### src/rtl/instr_fetch_pkg.sv
// Shared definitions for the instruction fetch stage: instruction encoding
// constants, word-FIFO geometry and the FIFO entry record.
package instr_fetch_pkg;

    localparam logic [1:0] LONG_OPCODE = 2'b10;
    localparam int         HALF_W      = 16;
    localparam int         FIFO_DEPTH  = 2;
    localparam int         ENTRY_W     = 32;

    // One fetched ROM word together with where it came from and the
    // halfword slot at which execution enters it (1 = high half skipped).
    typedef struct packed {
        logic [ENTRY_W-1:0] word;
        logic [ENTRY_W-1:0] addr;
        logic               slot;
    } fetch_entry_t;

    // A word holds one long instruction when its top two bits carry the long opcode.
    function automatic logic is_long_opcode(input logic [1:0] top_bits);
        return top_bits == LONG_OPCODE;
    endfunction

endpackage

### src/rtl/instr_fetch_word_fifo.sv
// Two-entry synchronous FIFO holding fetched ROM words ahead of the decoder.
// Flush wins over push and pop in the same cycle.
import instr_fetch_pkg::*;

module fetch_word_fifo (
    input  logic         clk,
    input  logic         rst_n,
    input  logic         push_i,
    input  logic         pop_i,
    input  logic         flush_i,
    input  fetch_entry_t push_entry_i,
    output fetch_entry_t head_o,
    output logic [1:0]   count_o
);

    fetch_entry_t mem_q [FIFO_DEPTH];
    logic         rd_ptr_q, rd_ptr_d;
    logic         wr_ptr_q, wr_ptr_d;
    logic [1:0]   count_q, count_d;

    // Pointer and occupancy update; flush empties the FIFO outright
    always_comb begin
        rd_ptr_d = rd_ptr_q;
        wr_ptr_d = wr_ptr_q;
        count_d  = count_q;
        if (flush_i) begin
            rd_ptr_d = 1'b0;
            wr_ptr_d = 1'b0;
            count_d  = 2'd0;
        end else begin
            if (push_i) wr_ptr_d = ~wr_ptr_q;
            if (pop_i)  rd_ptr_d = ~rd_ptr_q;
            case ({push_i, pop_i})
                2'b10:   count_d = count_q + 2'd1;
                2'b01:   count_d = count_q - 2'd1;
                default: count_d = count_q;
            endcase
        end
    end

    // Control state register
    always_ff @(posedge clk or negedge rst_n) begin
        if (!rst_n) begin
            rd_ptr_q <= 1'b0;
            wr_ptr_q <= 1'b0;
            count_q  <= 2'd0;
        end else begin
            rd_ptr_q <= rd_ptr_d;
            wr_ptr_q <= wr_ptr_d;
            count_q  <= count_d;
        end
    end

    // Entry storage; contents are only meaningful while counted, so no reset
    always_ff @(posedge clk) begin
        if (push_i && !flush_i) mem_q[wr_ptr_q] <= push_entry_i;
    end

    assign head_o  = mem_q[rd_ptr_q];
    assign count_o = count_q;

endmodule

### src/rtl/instr_fetch.sv
// Per-core instruction fetch stage. Drives one ROM port, absorbs the ROM's
// one-cycle latency through a two-word FIFO, and splits each word into one
// long or two short instructions for the decoder. Branches flush.
// Optional feature: define FETCH_STATS_EN to add stat_issued/stat_bubbles.
import instr_fetch_pkg::*;

module instr_fetch #(
    parameter int               WIDTH     = 32,
    parameter int               ADDR_BITS = 15,
    parameter logic [WIDTH-1:0] RESET_PC  = '0
) (
    input  logic             clk,
    input  logic             rst_n,
    output logic [WIDTH-1:0] rom_address,
    input  logic [WIDTH-1:0] rom_data,
    input  logic             branch_valid,
    input  logic [WIDTH-1:0] branch_target,
    output logic             instr_valid,
    input  logic             instr_ready,
    output logic [31:0]      instr_word,
    output logic             instr_is_long,
    output logic [WIDTH-1:0] instr_pc
`ifdef FETCH_STATS_EN
    ,
    output logic [31:0]      stat_issued,
    output logic [31:0]      stat_bubbles
`endif
);

    localparam logic [ADDR_BITS-1:0] RESET_WORD = RESET_PC[ADDR_BITS:1];
    localparam logic                 RESET_SLOT = RESET_PC[0];

    logic [ADDR_BITS-1:0] pc_q, pc_d;
    logic                 entry_slot_q, entry_slot_d;
    logic                 inflight_q, inflight_d;
    logic                 hi_done_q, hi_done_d;
    logic [ADDR_BITS-1:0] inflight_addr_q;
    logic                 inflight_slot_q;

    fetch_entry_t head;
    fetch_entry_t push_entry;
    logic [1:0]   fifo_count;
    logic         fifo_valid;
    logic         issue_slot;
    logic         head_long;
    logic         accept;
    logic         pop;
    logic         req;
    logic [2:0]   occupancy;

    assign fifo_valid = (fifo_count != 2'd0);
    // Entering a word at slot 1, or having issued its high half, means the low half is next.
    assign issue_slot = head.slot | hi_done_q;
    assign head_long  = is_long_opcode(head.word[31:30]) && !issue_slot;
    assign accept     = fifo_valid && instr_ready;
    assign pop        = accept && (head_long || issue_slot);
    // Counting the word leaving this cycle lets a long-only stream keep one word per cycle.
    assign occupancy  = {1'b0, fifo_count} + {2'b00, inflight_q} - {2'b00, pop};
    assign req        = !branch_valid && (occupancy < 3'd2);

    assign push_entry = '{word: rom_data, addr: ENTRY_W'(inflight_addr_q), slot: inflight_slot_q};

    fetch_word_fifo u_fifo (
        .clk          (clk),
        .rst_n        (rst_n),
        .push_i       (inflight_q),
        .pop_i        (pop),
        .flush_i      (branch_valid),
        .push_entry_i (push_entry),
        .head_o       (head),
        .count_o      (fifo_count)
    );

    // Next-state for fetch PC, entry slot, in-flight flag and half-issue tracking
    always_comb begin
        pc_d         = pc_q;
        entry_slot_d = entry_slot_q;
        inflight_d   = req;
        hi_done_d    = hi_done_q;
        if (branch_valid) begin
            pc_d         = branch_target[ADDR_BITS:1];
            entry_slot_d = branch_target[0];
            inflight_d   = 1'b0;
            hi_done_d    = 1'b0;
        end else begin
            if (req) begin
                pc_d         = pc_q + 1'b1;
                entry_slot_d = 1'b0;
            end
            if (pop)         hi_done_d = 1'b0;
            else if (accept) hi_done_d = 1'b1;
        end
    end

    // Control state register
    always_ff @(posedge clk or negedge rst_n) begin
        if (!rst_n) begin
            pc_q         <= RESET_WORD;
            entry_slot_q <= RESET_SLOT;
            inflight_q   <= 1'b0;
            hi_done_q    <= 1'b0;
        end else begin
            pc_q         <= pc_d;
            entry_slot_q <= entry_slot_d;
            inflight_q   <= inflight_d;
            hi_done_q    <= hi_done_d;
        end
    end

    // Remember which address/slot the outstanding ROM read belongs to
    always_ff @(posedge clk) begin
        if (req) begin
            inflight_addr_q <= pc_q;
            inflight_slot_q <= entry_slot_q;
        end
    end

    assign rom_address   = {{(WIDTH-ADDR_BITS){1'b0}}, pc_q};
    assign instr_valid   = fifo_valid;
    assign instr_is_long = fifo_valid && head_long;
    assign instr_word    = !fifo_valid ? 32'h0 :
                           head_long   ? head.word :
                           {{HALF_W{1'b0}}, issue_slot ? head.word[HALF_W-1:0] : head.word[31:HALF_W]};
    assign instr_pc      = !fifo_valid ? '0 :
                           {{(WIDTH-ADDR_BITS-1){1'b0}}, head.addr[ADDR_BITS-1:0], issue_slot};

    logic unused_bits;
    assign unused_bits = ^{branch_target[WIDTH-1:ADDR_BITS+1], head.addr[ENTRY_W-1:ADDR_BITS]};

`ifdef FETCH_STATS_EN
    logic [31:0] issued_q, bubbles_q;

    // Count accepted instructions and cycles where the decoder waited on fetch
    always_ff @(posedge clk or negedge rst_n) begin
        if (!rst_n) begin
            issued_q  <= 32'd0;
            bubbles_q <= 32'd0;
        end else begin
            if (accept)                     issued_q  <= issued_q + 32'd1;
            if (instr_ready && !fifo_valid) bubbles_q <= bubbles_q + 32'd1;
        end
    end

    assign stat_issued  = issued_q;
    assign stat_bubbles = bubbles_q;
`endif

endmodule
### config.mk
export PLATFORM = sky130hd
export DESIGN_NAME = instr_fetch
export DESIGN_NICKNAME = d
export VERILOG_FILES = /design/src/rtl/instr_fetch_pkg.sv /design/src/rtl/instr_fetch_word_fifo.sv /design/src/rtl/instr_fetch.sv
export SDC_FILE = /design/constraint.sdc
export NUM_CORES = 1
export LEC_CHECK = 0
export CAP_MARGIN = 20
export CORE_MARGIN = 4
export CORE_UTILIZATION = 45
export CTS_CLUSTER_SIZE = 12
export DETAILED_ROUTE_END_ITERATION = 8
export DONT_BUFFER_PORTS = 1
export PLACE_DENSITY_LB_ADDON = 0.1
export SYNTH_ARGS = -nofsm -noshare
export SYNTH_HDL_FRONTEND = slang
export SYNTH_HIERARCHICAL = 1
export SYNTH_SLANG_ARGS = --single-unit
### constraint.sdc
create_clock -name clk -period 5.8 [get_ports clk]
set_input_delay 1.16 -clock clk [delete_from_list [all_inputs] [get_ports clk]]
set_output_delay 1.16 -clock clk [all_outputs]
set_load 0.005 [all_outputs]
# == Yosys cells after proc, flatten, opt, wreduce, memory -nomap -nowiden ==
# Memories as Yosys holds them, arrays and structs flattened.
# Cells that the tools add are included.
# Widths: inputs -> output; s select.
# word_totals
register_bits,38
ram_bits,96
inputBits,68
output_inout_bits,98
elab_cells,57
memories,1
# op_classes
addsub,5
magnitude_cmp,1
eq_ne,3
mux,20
bitwise,3
n_reduce_logical,15
# mem_list
name,words,width,rd,rd_clocked_by_memory_dff,wr,line,source
u_fifo.mem_q,2,48,1,0,1,instr_fetch_word_fifo.sv:16,fetch_entry_t mem_q [FIFO_DEPTH];
# op_table
operator,n
$mux 32,2
$mux 16,2
$mux 15,2
$add 15x1->15 const B,1
$mux 1,12
$reduce_bool 2->1,4
$logic_and 1x1->1,6
$reduce_bool 3->1,2
$eq 2x2->1 const B,2
$pmux 2 s2,1
$add 2x1->3,1
$lt 3x2->1 const B,1
$sub 3x1->3,1
$add 2x1->2 const B,1
$eq 2x1->1 const B,1
$logic_not 1->1,2
$mux 2,1
$not 1->1,2
$sub 2x1->2 const B,1
$logic_or 1x1->1,1
$or 1x1->1,1

# == Logic depth before layout (Yosys ltp) ==
# An unclocked memory read counts as a cell.
# logic_depth
ltp_word,11
ltp_mapped,15
mapped_depth_nobuf,11

# == Modules after synthesis ==
# Netlist, hierarchy kept.
# by_module_without_submodules
module,n_inst,cells_per_inst,area_each_um2,seq_area_each_um2
fetch_word_fifo,1,221,5051.1,4003.8
instr_fetch,1,258,2247.2,930.9

# == Worst setup path before layout ==
# No wires, ideal clock.
# synth_path
path_type,input to register
from,in branch_valid
to,"mem u_fifo/mem_q[0][0] (netlist name), enable pin"
setup_time_ns,0.583
arrival_time_ns,5.934
required_ns,5.217
setup_slack_ns,-0.717
cell_stages,1
path_buffers,0
path_cell_list,nor3b_1
# synth_between
elab_chain_len,4
# synth_rtl
element,line,source
start: declaration,instr_fetch.sv:16,"input logic branch_valid,"
$logic_not 1->1,instr_fetch_word_fifo.sv:56,if (push_i && !flush_i) mem_q[wr_ptr_q] <= push_entry_i;
$logic_and 1x1->1,instr_fetch_word_fifo.sv:56,
$mux 1,instr_fetch_word_fifo.sv:56,
$mux 1 (not written as such),instr_fetch_word_fifo.sv:56,
end: declaration,instr_fetch_word_fifo.sv:16,
# Every way passes these cells.

==> run metrics <==
Static Leak=2.378 nW; Starting Density=46.87%; die footprint=15270 µm²; number of global-route vias before repair=3222; hpwl dp=7721 µm; drt first pass iters=4; fin. max-slew vios=0; setup total negative slack=0 ps; Fin Clk Skew=4.457 ps; detailed-route via count=3180; Max IR drop VDD=0.2234 mV; Cells after DPL=587; post-CTS sizing=0; Die W=123.6 µm; Total Routed Length=11390 µm; TritonCTS Buffers=17; endpoint class of the critical path=register; sequential share of power=45.2%; max_slew headroom=32.65%; Critical Path Source Type=register; PD cells=482.4 nW/µm²; clock tree from TritonCTS=built; row count=41; Combinational Power Share=24.9%; fmax=249.1 MHz; Syn Inst Count=427; grt total ovfl=0; Clock Tree Root=clkbuf_16; internal power=2.220 mW; Avg WL per Cell=18.41 µm; antenna fix cells=0; total of max-cap violations=0; largest net degree at the start of global routing=44; Data required, critical path=5950 ps; Hold Fails Final Rpt=0; CP arrival=4170 ps; Clk pwr share=29.9%; first-pass GRT wire length=17470 µm; Final setup violation count=0; worst-skew pair later-pin latency=410 ps; period utilisation layout=69.21%; Hold WC Path Type=in2async; synthesized area per cell=14.08 µm²; # port buffers=0; fraction of layout cells with a size suffix above 1=19.02%; unrepaired setup endpoints after global routing=no; Sw Pwr=0.9572 mW; Post-route DRC=0; critical path class=reg2reg; Post-CTS Setup Repair Bufs=0; crit-path max FO=15; Sink Count=134; clk buf depth=2; Core Region=12820 µm²; Routed Antenna Nets=0; overall fraction of global-route tracks in use=15.51%; Final #Nets=505; switch share=30.13%; minimum clock period=4014 ps; final std cells w/o fill=619; GPL Wtd Cong=0.7569; Warnings, synthesis=6; Die H=123.6 µm; worst slew pin tran=1006 ps; routed vias/inst=5.137; initial antenna violation count=0; CTS clk-pin slew, worst paths=50 ps; IO Count=166; leading cell type in the layout, fill and taps excluded=edfxtp_1; Cell Area, Synth=6011 µm²; status=completed; most frequent cells in the layout=edfxtp_1 (112), nand2_1 (47), conb_1 (34); DR iter-0 viols=240; hold_buf cts=0; area grow syn2layout=9.555%; CTS HTree Levels=4
-- power groups by stage --
stage	clock network (mW)	logic, mW	registers, mW
floorplan	0	0.663	1.41
global placement	0	0.800	1.45
detailed placement	0	0.808	1.46
CTS	0.973	0.814	1.44
global route	1.02	0.891	1.46
finish	0.950	0.791	1.44
-- worst paths after layout --
check / from / to / slack (ps) / cells after the start
worst max-delay path: u_fifo/rd_ptr_q / inflight_addr_q[12] / 1790 / 11
worst min-delay path: rst_n / pc_q[11] / 440 / 0
worst max register to register: u_fifo/rd_ptr_q / inflight_addr_q[12] / 1790 / 11
worst min register to register: inflight_addr_q[11] / u_fifo/mem_q[1][12] / 440 / 0
max in group asynchronous: rst_n / u_fifo/rd_ptr_q / 5270 / 0
min in group clk: inflight_addr_q[11] / u_fifo/mem_q[1][12] / 440 / 0
-- metrics by stage --
stage	utilization [%]	worst slack, ps	power, mW	instance area [µm²]	hold WS (ps)
floorplan	-	563.7	2.069	6135	421.5
global placement	47.28	1774	2.248	6063	428.5
finish	51.35	1786	3.177	6585	444.0
global route	51.35	1446	3.371	6585	414.7
CTS	51.35	1736	3.227	6585	419.2
detailed placement	47.28	1769	2.266	6063	438.6
-- critical path, cell delays in order (launching register included) --
cell,delay [ps]
dfrtp_2,590
mux2_2,410
nand2b_1,200
and2_1,170
nor2_1,310
ha_1,300
nand2b_1,150
fa_1,380
xor2_1,610
nand2b_1,310
nor2_1,100
buf_4,210
-- state kept, by name (all words and copies together) (netlist names) --
register         cells
entry_slot_q         1
hi_done_q            1
inflight_addr_q     15
inflight_q           1
inflight_slot_q      1
pc_q                15
u_fifo/count_o       2
u_fifo/mem_q        96
u_fifo/rd_ptr_q      1
u_fifo/wr_ptr_q      1
-- final cells by class --
cell class	instances	area (µm²)
clock buffers	26	469.2
clock inverters	6	52.55
fillers	1130	6240
inverters	3	11.26
multi-input cells	271	1869
flip-flops and latches	134	3915
well taps	172	215.2
repair buffers	7	52.55
-- per-layer routing --
metal | global-route usage, % | share of wire [%] | wire, µm | vias up
met3 | 5.450 | 7.8 | 890 | 15
met1 | 19.22 | 41 | 4671 | 1569
met2 | 24.67 | 49 | 5620 | 108
met5 | 0 | 0 | 0 | -
met4 | 6.782 | 1.9 | 212 | 0
li1 | - | - | - | 1488
Power figures use the tool's default switching activity.
